## src/rtl/fsk_symbol_rx_if.sv

```systemverilog
// fsk_symbol_rx_if: sample-side and result-side signals of the FSK symbol receiver.
//   SAMP      sample strobe, one-cycle pulse per sample
//   ALIGN     symbol-boundary marker, only meaningful together with SAMP
//   RX_REAL   real sign bit of the 1-bit I/Q stream
//   RX_IMAG   imaginary sign bit of the 1-bit I/Q stream
//   ROT       signed net quarter turns measured over the last symbol
//   ROT_VALID one-cycle pulse when ROT updates
//   LOCKED    ALIGN tracking established
//   ERR_CNT   saturating count of half-turn (ambiguous) transitions
// master = sample source / result consumer, slave = the receiver.
interface fsk_symbol_rx_if #(
  parameter int CNT_W = 8,
  parameter int ERR_W = 8
);
  logic                    SAMP;
  logic                    ALIGN;
  logic                    RX_REAL;
  logic                    RX_IMAG;
  logic signed [CNT_W-1:0] ROT;
  logic                    ROT_VALID;
  logic                    LOCKED;
  logic [ERR_W-1:0]        ERR_CNT;

  modport master (
    output SAMP, ALIGN, RX_REAL, RX_IMAG,
    input  ROT, ROT_VALID, LOCKED, ERR_CNT
  );

  modport slave (
    input  SAMP, ALIGN, RX_REAL, RX_IMAG,
    output ROT, ROT_VALID, LOCKED, ERR_CNT
  );
endinterface

```

## src/rtl/fsk_symbol_rx.sv

```systemverilog
// fsk_symbol_rx: measures net phase rotation of a 1-bit I/Q stream in quarter
// turns over each symbol and reports it as a signed tone value, while tracking
// the symbol boundary marker.
//   CLOCK  system clock
//   RESET  asynchronous active-high reset
//   bus    fsk_symbol_rx_if slave modport (sample inputs, rotation results)
module fsk_symbol_rx #(
  parameter int SYMB_LEN = 128,
  parameter int CNT_W    = 8,
  parameter int ERR_W    = 8
) (
  input  logic            CLOCK,
  input  logic            RESET,
  fsk_symbol_rx_if.slave  bus
);

  localparam int CW = (SYMB_LEN > 2) ? $clog2(SYMB_LEN) : 1;
  localparam logic [CW-1:0] LAST = CW'(SYMB_LEN - 1);
  // Symmetric saturation limits so a tone and its mirror report equal magnitude.
  localparam logic signed [CNT_W:0] ACC_MAX = $signed({2'b00, {(CNT_W-1){1'b1}}});
  localparam logic signed [CNT_W:0] ACC_MIN = -ACC_MAX;

  typedef enum logic [1:0] {IDLE, HUNT, LOCK} state_t;

  state_t                  state_q, state_d;
  logic [1:0]              q_prev_q, q_prev_d;
  logic signed [CNT_W-1:0] acc_q, acc_d;
  logic [CW-1:0]           cnt_q, cnt_d;
  logic signed [CNT_W-1:0] rot_q, rot_d;
  logic                    rot_valid_q, rot_valid_d;
  logic [ERR_W-1:0]        err_q, err_d;

  logic [1:0]              q_cur;
  logic [1:0]              diff;
  logic signed [CNT_W:0]   step;
  logic signed [CNT_W:0]   sum;
  logic signed [CNT_W:0]   sum_sat;
  logic                    at_last;
  logic                    boundary;

  always_comb begin
    // Gray-ordered quadrant index so one quarter turn changes q by exactly 1.
    case ({bus.RX_REAL, bus.RX_IMAG})
      2'b10:   q_cur = 2'd0;
      2'b11:   q_cur = 2'd1;
      2'b01:   q_cur = 2'd2;
      default: q_cur = 2'd3;
    endcase

    diff = q_cur - q_prev_q;
    case (diff)
      2'd1:    step = (CNT_W+1)'(1);
      2'd3:    step = -(CNT_W+1)'(1);
      default: step = '0;
    endcase

    sum = {acc_q[CNT_W-1], acc_q} + step;
    if (sum > ACC_MAX)      sum_sat = ACC_MAX;
    else if (sum < ACC_MIN) sum_sat = ACC_MIN;
    else                    sum_sat = sum;

    at_last  = (cnt_q == LAST);
    boundary = at_last || bus.ALIGN;

    state_d     = state_q;
    q_prev_d    = q_prev_q;
    acc_d       = acc_q;
    cnt_d       = cnt_q;
    rot_d       = rot_q;
    rot_valid_d = 1'b0;
    err_d       = err_q;

    if (bus.SAMP) begin
      q_prev_d = q_cur;
      case (state_q)
        IDLE: begin
          // First sample only provides a phase reference.
          state_d = HUNT;
        end
        HUNT, LOCK: begin
          // A half turn has no defined direction: count it, contribute nothing.
          if (diff == 2'd2 && err_q != {ERR_W{1'b1}}) begin
            err_d = err_q + ERR_W'(1);
          end
          if (boundary) begin
            rot_d       = sum_sat[CNT_W-1:0];
            rot_valid_d = 1'b1;
            acc_d       = '0;
            cnt_d       = '0;
          end else begin
            acc_d = sum_sat[CNT_W-1:0];
            cnt_d = cnt_q + CW'(1);
          end
          if (state_q == HUNT) begin
            if (bus.ALIGN) state_d = LOCK;
          end else if (bus.ALIGN != at_last) begin
            // Marker and free-running count disagree: tracking lost.
            state_d = HUNT;
          end
        end
        default: state_d = IDLE;
      endcase
    end
  end

  always_ff @(posedge CLOCK or posedge RESET) begin
    if (RESET) begin
      state_q     <= IDLE;
      q_prev_q    <= '0;
      acc_q       <= '0;
      cnt_q       <= '0;
      rot_q       <= '0;
      rot_valid_q <= 1'b0;
      err_q       <= '0;
    end else begin
      state_q     <= state_d;
      q_prev_q    <= q_prev_d;
      acc_q       <= acc_d;
      cnt_q       <= cnt_d;
      rot_q       <= rot_d;
      rot_valid_q <= rot_valid_d;
      err_q       <= err_d;
    end
  end

  assign bus.ROT       = rot_q;
  assign bus.ROT_VALID = rot_valid_q;
  assign bus.LOCKED    = (state_q == LOCK);
  assign bus.ERR_CNT   = err_q;

endmodule

```

## src/flat_wrapper.sv

```systemverilog
// flat-port wrapper written by rule: the top's interface ports become plain ports
module fsk_symbol_rx_flat 
#(
  parameter int SYMB_LEN = 128,
  parameter int CNT_W    = 8,
  parameter int ERR_W    = 8
)
  (CLOCK, RESET, bus_SAMP, bus_ALIGN, bus_RX_REAL, bus_RX_IMAG, bus_ROT, bus_ROT_VALID, bus_LOCKED, bus_ERR_CNT);
  fsk_symbol_rx_if #(.CNT_W(CNT_W), .ERR_W(ERR_W)) bus_i ();
  input  logic CLOCK;
  input  logic RESET;
  input wire logic [$bits(bus_i.SAMP)-1:0] bus_SAMP;
  input wire logic [$bits(bus_i.ALIGN)-1:0] bus_ALIGN;
  input wire logic [$bits(bus_i.RX_REAL)-1:0] bus_RX_REAL;
  input wire logic [$bits(bus_i.RX_IMAG)-1:0] bus_RX_IMAG;
  output wire logic [$bits(bus_i.ROT)-1:0] bus_ROT;
  output wire logic [$bits(bus_i.ROT_VALID)-1:0] bus_ROT_VALID;
  output wire logic [$bits(bus_i.LOCKED)-1:0] bus_LOCKED;
  output wire logic [$bits(bus_i.ERR_CNT)-1:0] bus_ERR_CNT;
  assign bus_i.SAMP = bus_SAMP;
  assign bus_i.ALIGN = bus_ALIGN;
  assign bus_i.RX_REAL = bus_RX_REAL;
  assign bus_i.RX_IMAG = bus_RX_IMAG;
  assign bus_ROT = bus_i.ROT;
  assign bus_ROT_VALID = bus_i.ROT_VALID;
  assign bus_LOCKED = bus_i.LOCKED;
  assign bus_ERR_CNT = bus_i.ERR_CNT;
  fsk_symbol_rx #(.SYMB_LEN(SYMB_LEN), .CNT_W(CNT_W), .ERR_W(ERR_W)) u_core (.CLOCK(CLOCK), .RESET(RESET), .bus(bus_i));
endmodule
```

## config.mk

```make
export PLATFORM = sky130hd
export DESIGN_NAME = fsk_symbol_rx_flat
export DESIGN_NICKNAME = d
export VERILOG_FILES = /design/src/rtl/fsk_symbol_rx_if.sv /design/src/rtl/fsk_symbol_rx.sv /design/src/flat_wrapper.sv
export SDC_FILE = /design/constraint.sdc
export NUM_CORES = 1
export LEC_CHECK = 0
export CAP_MARGIN = 20
export CELL_PAD_IN_SITES_DETAIL_PLACEMENT = 0
export CELL_PAD_IN_SITES_GLOBAL_PLACEMENT = 1
export CORE_MARGIN = 2
export CORE_UTILIZATION = 46
export CTS_CLUSTER_DIAMETER = 30
export DETAILED_ROUTE_END_ITERATION = 7
export PLACE_DENSITY_LB_ADDON = 0.1
export SLEW_MARGIN = 20
export SYNTH_ARGS = -nofsm -noshare
export SYNTH_HDL_FRONTEND = slang
export SYNTH_SLANG_ARGS = --single-unit
```

## constraint.sdc

```tcl
create_clock -name CLOCK -period 5.8 [get_ports CLOCK]
set_input_delay 1.16 -clock CLOCK [delete_from_list [all_inputs] [get_ports CLOCK]]
set_output_delay 1.16 -clock CLOCK [all_outputs]
set_load 0.1 [all_outputs]
```

Yosys cells after proc, flatten, opt, wreduce, memory -nomap -nowiden

Index checks and enable logic that the tools add are counted.

Add/subtract/negate cells: 4
Magnitude comparators: 2
Eq/ne operators: 13
Multiplexer cells: 13
Reduce and logical (&&, ||, !) cells: 8

Operators with widths:

| operator            | count |
|---|---|
| $mux 8              | 3 |
| $pmux 9 s2          | 1 |
| $eq 2x2->1 const B  | 5 |
| $add 9x9->9         | 1 |
| $gt 9x8->1 const B  | 1 |
| $lt 9x8->1 const B  | 1 |
| $reduce_and 3->1    | 3 |
| $add 8x1->8 const B | 1 |
| $ne 8x8->1 const B  | 1 |
| $add 7x1->7 const B | 1 |
| $eq 7x7->1 const B  | 1 |
| $mux 7              | 1 |
| $eq 2x1->1 const B  | 3 |
| $mux 2              | 3 |
| $pmux 2 s3          | 1 |
| $pmux 2 s2          | 1 |
| $mux 1              | 3 |
| $ne 3x1->1 const B  | 1 |
| $ne 3x3->1 const B  | 1 |
| $logic_not 2->1     | 1 |
| $reduce_and 2->1    | 1 |
| $reduce_or 2->1     | 1 |
| $sub 2x2->2         | 1 |
| $logic_and 1x1->1   | 1 |
| other kinds (2)     | 2 |

Bits in registers: 36
Bits of input ports: 6
Output and inout bits: 18
Logic and storage cells: 47

Logic depth before layout (Yosys ltp)

Gate-level depths: netlist of the first run.

Depth after elaboration: 10
Mapped depth: 16
Depth with buffers taken out: 14

Worst setup path before layout of the first run

OpenSTA, ideal clock, no wires.

Kind: in2reg
Start point: input bus_RX_IMAG
End point: register u_core.acc_q[4]
Setup time: 121 ps
Arrival: 4557 ps
Data required time: 5679 ps
Setup slack: 1122 ps
Cell stages on the path: 16
Buffers on the path: 2
Path through: inv_1 > ha_1 > ha_1 > xnor2_2 > mux2i_4 > buf_2 > xnor2_1 > ha_1 > clkbuf_1 > or4_1 > or3_1 > nor3_1 > a21o_2 > nand2_2 > a22o_1 > a22o_1

Longest elaborated chain between the ends: 10
Elaborated cells on any way between the ends: 14
Classes of those cells: add/sub: 2; order compare: 2; eq/ne: 5; mux: 5

Ends and longest elaborated chain:

| what                                            | line                 | text |
|---|---|---|
| start, declared                                 | flat_wrapper.sv:15   | `input wire logic [$bits(bus_i.RX_IMAG)-1:0] bus_RX_IMAG;` |
| $eq 2x1->1 / $eq 2x2->1 (equally long branches) | fsk_symbol_rx.sv:43  | `case ({bus.RX_REAL, bus.RX_IMAG})` |
| $pmux 2 s3 *                                    | fsk_symbol_rx.sv:43  |  |
| $sub 2x2->2 *                                   | fsk_symbol_rx.sv:50  | `diff = q_cur - q_prev_q;` |
| $eq 2x2->1 / $eq 2x1->1 (equally long branches) | fsk_symbol_rx.sv:51  | `case (diff)` |
| $pmux 9 s2 *                                    | fsk_symbol_rx.sv:51  |  |
| $add 9x9->9 *                                   | fsk_symbol_rx.sv:57  | `sum = {acc_q[CNT_W-1], acc_q} + step;` |
| $lt 9x8->1                                      | fsk_symbol_rx.sv:59  | `else if (sum < ACC_MIN) sum_sat = ACC_MIN;` |
| $mux 8                                          | fsk_symbol_rx.sv:59  |  |
| $mux 8 *                                        | fsk_symbol_rx.sv:58  | `if (sum > ACC_MAX) sum_sat = ACC_MAX;` |
| $mux 8 *                                        | fsk_symbol_rx.sv:85  | `if (boundary) begin` |
| end signal, assigned                            | fsk_symbol_rx.sv:110 | `acc_q <= '0;` |
| end signal, assigned                            | fsk_symbol_rx.sv:118 | `acc_q <= acc_d;` |
| end, declared                                   | fsk_symbol_rx.sv:27  | `logic signed [CNT_W-1:0] acc_q, acc_d;` |

Mark *: on every way between the ends. The rest lies on a longest branch, timed or not.
A chain may end at the register's enable or synchronous reset.

Worst setup path after layout of the first run

Start point: input bus_RX_IMAG
End point: register u_core.rot_q[1] (netlist: u_core.bus.ROT[1])

Longest elaborated chain between the ends: 9
Elaborated cells on any way between the ends: 13
Classes of those cells: add/sub: 2; order compare: 2; eq/ne: 5; mux: 4

Ends and longest elaborated chain:

| what                                            | line                 | text |
|---|---|---|
| $eq 2x1->1 / $eq 2x2->1 (equally long branches) | fsk_symbol_rx.sv:43  |  |
| $pmux 2 s3 *                                    | fsk_symbol_rx.sv:43  |  |
| $sub 2x2->2 *                                   | fsk_symbol_rx.sv:50  |  |
| $eq 2x2->1 / $eq 2x1->1 (equally long branches) | fsk_symbol_rx.sv:51  |  |
| $pmux 9 s2 *                                    | fsk_symbol_rx.sv:51  |  |
| $add 9x9->9 *                                   | fsk_symbol_rx.sv:57  |  |
| $lt 9x8->1                                      | fsk_symbol_rx.sv:59  |  |
| $mux 8                                          | fsk_symbol_rx.sv:59  |  |
| $mux 8 *                                        | fsk_symbol_rx.sv:58  |  |
| end signal, assigned                            | fsk_symbol_rx.sv:120 | `rot_q <= rot_d;` |
| end, declared                                   | fsk_symbol_rx.sv:29  | `logic signed [CNT_W-1:0] rot_q, rot_d;` |

Marks and branches as above.

==> impl_metrics.tcl, run 1 <==
set metrics [dict create \
    area_delta_synth_final_pct 16.3 \
    rr_worst_depth 12 \
    regArea_um2 901 \
    routabilityCongestion 0.877 \
    synth_top_family_by_area "simple AND/OR/NAND/NOR gates" \
    synthArstFlopShare_pct 100 \
    finalCritPeriodShare_pct 81.2 \
    ant_nets 0 \
    start_util_pct 46.8 \
    whs_ps 475 \
    final_area_um2 2540 \
    setup_viol 0 \
    via_count 1726 \
    hold_path_end "u_core.bus.ROT[1]" \
    clock.fmax_mhz 212 \
    first_pass_iters 4 \
    drtIter0Drc 87 \
    synth-compound-area-share_pct 13.9 \
    slew_headroom_pct 33.7 \
    p_sw_mw 0.784 \
    final_common_cell "nand2_1" \
    antenna_found_initial 0 \
    hold_viol 0 \
    cts_buffers 5 \
    hold_start "u_core.bus.ROT[1]" \
    multi_input_area_um2 1190 \
    syn_inst 243 \
    core_area_um2 4660 \
    tightestPinTransition_ps 992 \
    synthAdderAreaFrac_pct 8.02 \
    rsz0062_at_grt "false" \
    netlist.area_leader.share_pct 41.3 \
    via_per_inst 5.46 \
    worstSkewPairLatency_ps 290 \
    finClkSkew_ps 4.35 \
    end_kind "flip-flop" \
    ys_ff_latch 36 \
    htree_levels 2 \
    fin_cells 316 \
    grt_pass1_vias 1538 \
    pwr-share-comb_pct 57.1 \
    die_h_um 72.9 \
    cts_tree "yes" \
    synth-main-ff-cell "dfrtp_1" \
    r2r-start "u_core.q_prev_q[0]" \
    synth-xor-area-share_pct 7.51 \
    dp_hpwl_um 3240 \
    max_cap_violations 0 \
    drc_errors 0 \
    grt_pass1_wl_um 7490 \
    cts_sinks 36 \
    fin_tns_setup_ps 0 \
    peakVddDrop_mv 0.253 \
    synth_cell_types 47 \
    worst_setup_path_start_kind "input port" \
    powerDensity_nw_per_um2 584 \
    ioPinCount 24 \
    synth_edf_count 0 \
    sw_frac_of_total_pct 52.9 \
    n_antenna_cell 0 \
    cts_setup_buffers 0 \
    die_w_um 72.9 \
    track_usage_pct 18.6 \
    outcome "finished, final reports clean" \
    critPathKind "in -> reg" \
    dp_cells 309 \
    drive_gt1_share_pct 6.87 \
    num_rows 25 \
    cp.required_ps 5950 \
    intPower_mw 0.699 \
    leakage_nw 1.14 \
    cts.clk_slew.worst_paths_ps 70 \
    clock_power_share_pct 12.9 \
    ys_top_cells_by_area "dfrtp_1, ha_1, nand2_1, o21ai_0, xnor2_1" \
    grt_max_degree 37 \
    nNetsFinal 282 \
    io_buffer_count 23 \
    crit_fanout 10 \
    syn_area_um2 2180 \
    reg2reg_to "u_core.bus.ROT[1]" \
    crit_arrival_ps 4860 \
    synth_fp_nets 263 \
    wl_per_cell_um 14.3 \
    clockBufferDepth 2 \
    fillCellCount 417 \
    holdCritPathClass "reg -> reg" \
    whs_path_depth 2 \
    clockRootBuffer "clkbuf_8" \
    cts_resized 0 \
    finalCriticalPeriod_ps 4710 \
    final_cell_mix "nand2_1, dfrtp_1, clkdlybuf4s50_1" \
    die-area_um2 5310 \
    pwr-share-seq_pct 30.0 \
    gr-total-overflow 0 \
    synth-seq-area-share_pct 41.3 \
    yosys.area_share.simple_pct 20.2 \
    muxShareOfSynthArea_pct 4.76 \
    fin_total_pwr_mw 1.48 \
    dpl_cell_area_um2 2440 \
    reg2reg_slack_ps 2440 \
    yosys_warnings 0 \
    totalWireLength_um 4510 \
    drv_slew 0 \
    synth_top_area_cell "dfrtp_1" \
    cts_hold_buffers 0 \
    syn_avg_cell_area_um2 8.98 \
]
==> sequential cells by signal, summed over array words and instances, names as in the netlist <==
name	cells
u_core.acc_q	8
u_core.bus.ERR_CNT	8
u_core.bus.ROT	8
u_core.bus.ROT_VALID	1
u_core.cnt_q	7
u_core.q_prev_q	2
u_core.state_q	2
==> per-layer routing <==
layer  share of wire [%]  track usage (%)  up-vias
met5                   0                0        -
met4                0.87             6.17        0
met3                 4.0             4.70        5
met2                  44             26.9       40
met1                  51             27.1      804
li1                    -                -      877
==> power by group through the flow <==
stage / Combinational, mW / Clock, mW / Sequential, mW
floorplan: 0.438 / 0 / 0.666
global placement: 0.854 / 0 / 0.448
detailed placement: 0.851 / 0 / 0.447
CTS: 0.852 / 0.199 / 0.443
global route: 0.922 / 0.209 / 0.458
finish: 0.847 / 0.192 / 0.445
==> worst max-delay path by stage <==
stage                             end  depth (start not counted)   startpoint  slack, ps
finish              u_core.bus.ROT[1]                         15  bus_RX_IMAG       1090
global route        u_core.bus.ROT[1]                         15  bus_RX_IMAG        900
CTS                 u_core.bus.ROT[1]                         15  bus_RX_IMAG       1090
detailed placement    u_core.acc_q[1]                         15  bus_RX_IMAG        790
global placement    u_core.bus.ROT[1]                         15  bus_RX_IMAG        850
floorplan             u_core.acc_q[4]                         16  bus_RX_IMAG       1120
==> worst max-delay path, stage by stage <==
cell	delay, ps
clkdlybuf4s50_1	480
inv_1	50
ha_1	320
ha_1	240
xnor2_2	250
mux2i_4	300
xnor2_1	80
ha_1	330
or4_1	450
or3_1	310
nor3_1	200
a21o_2	170
nand2_2	110
a21oi_1	270
o21ai_0	120
==> per-stage QoR <==
stage / util, % / worst slack (ps)
global placement: 52.4 / 848
detailed placement: 52.4 / 790
global route: 54.5 / 904
CTS: 54.5 / 1090
finish: 54.5 / 1090
floorplan: - / 1120
==> logic make-up after synthesis <==
logic type      count (synthesis)
flops                          36
buf+inv                        24
simple gates                   93
mux                             9
xor+xnor                       17
compound gates                 50
fa+ha+maj                      14
==> layout make-up <==
class / count / share of cell area [%]
Multi-Input combinational cell: 183 / 46.8
Sequential cell: 36 / 35.5
Inverter: 11 / 1.63
Clock buffer: 7 / 3.79
Tap cell: 54 / 2.66
Timing Repair Buffer: 25 / 9.66
==> cell usage after synthesis, types with 2 or more instances <==
cell type and n:
dfrtp_1 36, and3_1 4, o21ai_0 22, o31ai_1 3
o21ai_1 2, a211oi_1 2, xor2_1 6, ha_1 14
mux2i_1 7, nor3_1 6, and2_1 2, nand4_1 9
nand3_1 6, nand2_1 38, or4_1 2, a21oi_1 10
xnor2_1 9, buf_2 3, a22o_1 2, clkbuf_1 8
or3_1 2, inv_1 11, nor2_1 15
(Power assumes the default switching activity.)
==> run 2: changes to the inputs <==
--- a/config.mk
+++ b/config.mk
@@ -9,7 +9,7 @@
 export CELL_PAD_IN_SITES_DETAIL_PLACEMENT = 0
 export CELL_PAD_IN_SITES_GLOBAL_PLACEMENT = 1
 export CORE_MARGIN = 2
-export CORE_UTILIZATION = 46
+export CORE_UTILIZATION = 43
 export CTS_CLUSTER_DIAMETER = 30
 export DETAILED_ROUTE_END_ITERATION = 7
 export PLACE_DENSITY_LB_ADDON = 0.1
==> constraint.sdc (replaced) <==
create_clock -name CLOCK -period 4.81 [get_ports CLOCK]
set_input_delay 0.962 -clock CLOCK [delete_from_list [all_inputs] [get_ports CLOCK]]
set_output_delay 0.962 -clock CLOCK [all_outputs]
set_load 0.1 [all_outputs]
==> run 2 against run 1 <==
Effect of this change:
- clock skew grew 4.3 ps
- global-route usage shrank 0.83 points
- combinational power up 23%
- critical path type unchanged
- critical endpoint is now u_core.acc_q[5]
==> impl_metrics.tcl, run 2 (synthesis gave the netlist of run 1 again) <==
set metrics [dict create \
    routabilityCongestion 0.925 \
    clockRootBuffer "clkbuf_8" \
    via_count 1728 \
    cts_setup_buffers 0 \
    totalWireLength_um 4490 \
    finalCritPeriodShare_pct 92.3 \
    area_delta_synth_final_pct 17.5 \
    grt_max_degree 37 \
    tightestPinTransition_ps 975 \
    regArea_um2 901 \
    die-area_um2 5660 \
    cts_resized 0 \
    reg2reg_to "u_core.acc_q[5]" \
    crit_arrival_ps 4600 \
    ioPinCount 24 \
    first_pass_iters 4 \
    powerDensity_nw_per_um2 700 \
    crit_fanout 7 \
    drtIter0Drc 136 \
    grt_pass1_wl_um 7670 \
    io_buffer_count 23 \
    dp_cells 324 \
    rr_worst_depth 12 \
    dpl_cell_area_um2 2470 \
    cp.required_ps 4970 \
    r2r-start "u_core.q_prev_q[0]" \
    clockBufferDepth 2 \
    final_cell_mix "nand2_1, dfrtp_1, clkdlybuf4s50_1" \
    n_antenna_cell 0 \
    nNetsFinal 284 \
    fin_total_pwr_mw 1.80 \
    leakage_nw 1.15 \
    wl_per_cell_um 13.5 \
    fin_tns_setup_ps 0 \
    cts.clk_slew.worst_paths_ps 70 \
    end_kind "flip-flop" \
    ant_nets 0 \
    grt_pass1_vias 1586 \
    via_per_inst 5.20 \
    die_h_um 75.3 \
    num_rows 25 \
    track_usage_pct 17.7 \
    finClkSkew_ps 8.65 \
    htree_levels 2 \
    startpoint "bus_RX_IMAG" \
    final_area_um2 2570 \
    die_w_um 75.3 \
    multi_input_area_um2 1190 \
    reg2reg_slack_ps 1500 \
    outcome "finished, final reports clean" \
    holdCritPathClass "reg -> reg" \
    final_common_cell "nand2_1" \
    cts_buffers 5 \
    hold_viol 0 \
    core_area_um2 4820 \
    drc_errors 0 \
    cts_sinks 36 \
    setup_viol 0 \
    start_util_pct 45.3 \
    drv_slew 0 \
    cts_hold_buffers 0 \
    gr-total-overflow 0 \
    crit_end "u_core.acc_q[5]" \
    max_cap_violations 0 \
    dp_hpwl_um 3250 \
    clock.fmax_mhz 225 \
    fin_cells 332 \
    rsz0062_at_grt "false" \
    critPathKind "in -> reg" \
    slew_headroom_pct 34.8 \
    cts_tree "yes" \
    antenna_found_initial 0 \
    worst_setup_path_start_kind "input port" \
    fillCellCount 467 \
    peakVddDrop_mv 0.351 \
    finalCriticalPeriod_ps 4440 \
    worstSkewPairLatency_ps 290 \
    drive_gt1_share_pct 7.92 \
]
-- run 2: area by class of cell --
| type | count | share of cell area [%] |
|---|---|---|
| clock buffer | 6 | 3.22 |
| inverter | 11 | 1.61 |
| multi-input combinational | 183 | 46.3 |
| timing repair buffer | 27 | 10.1 |
| clock inverter | 2 | 0.390 |
| tap | 67 | 3.27 |
| sequential | 36 | 35.1 |
-- run 2: layer usage --
metal	routed length [µm]	vias to the layer above	part of all wire, %	global-route usage [%]
met3	242	5	5.4	2.95
met4	38	0	0.85	6.04
met5	0	-	0	0
met1	2390	791	53	27.3
li1	-	881	-	-
met2	1830	51	41	25.1
-- run 2: per-stage QoR --
step	setup WS (ps)	utilization (%)	hold WS (ps)
2_1_floorplan	330	-	452
4_1_cts	411	53.3	486
3_3_place_gp	180	51.4	465
5_1_grt	136	53.3	506
6_report	370	53.3	478
3_5_place_dp	114	51.4	470
-- run 2: worst min path at each step --
stage                                  from                 to  slack (ps)  cells after the start
after floorplan             u_core.cnt_q[6]    u_core.cnt_q[6]         450                      1
after CTS                 u_core.bus.ROT[4]  u_core.bus.ROT[4]         490                      2
after detailed placement  u_core.bus.ROT[4]  u_core.bus.ROT[4]         470                      2
final                     u_core.bus.ROT[4]  u_core.bus.ROT[4]         480                      2
after global placement    u_core.bus.ROT[1]  u_core.bus.ROT[1]         460                      2
after global routing      u_core.bus.ROT[2]  u_core.bus.ROT[2]         510                      2
-- run 2: worst max-delay path, stage by stage --
cell and delay, ps:
clkdlybuf4s50_1 480, inv_1 50, ha_1 320, ha_1 240
xnor2_2 240, mux2i_4 280, xnor2_1 90, ha_1 220
or4_1 440, or3_1 330, nor3_1 220, a21o_2 170
nand2_2 110, a21oi_1 310, o21ai_0 120
-- run 2: power by group --
part	internal (mW)	leakage [nW]	total, mW	switching [mW]
Sequential	0.405	0.465	0.535	0.130
Combinational	0.314	0.635	1.04	0.723
Clock	0.114	0.0510	0.224	0.110
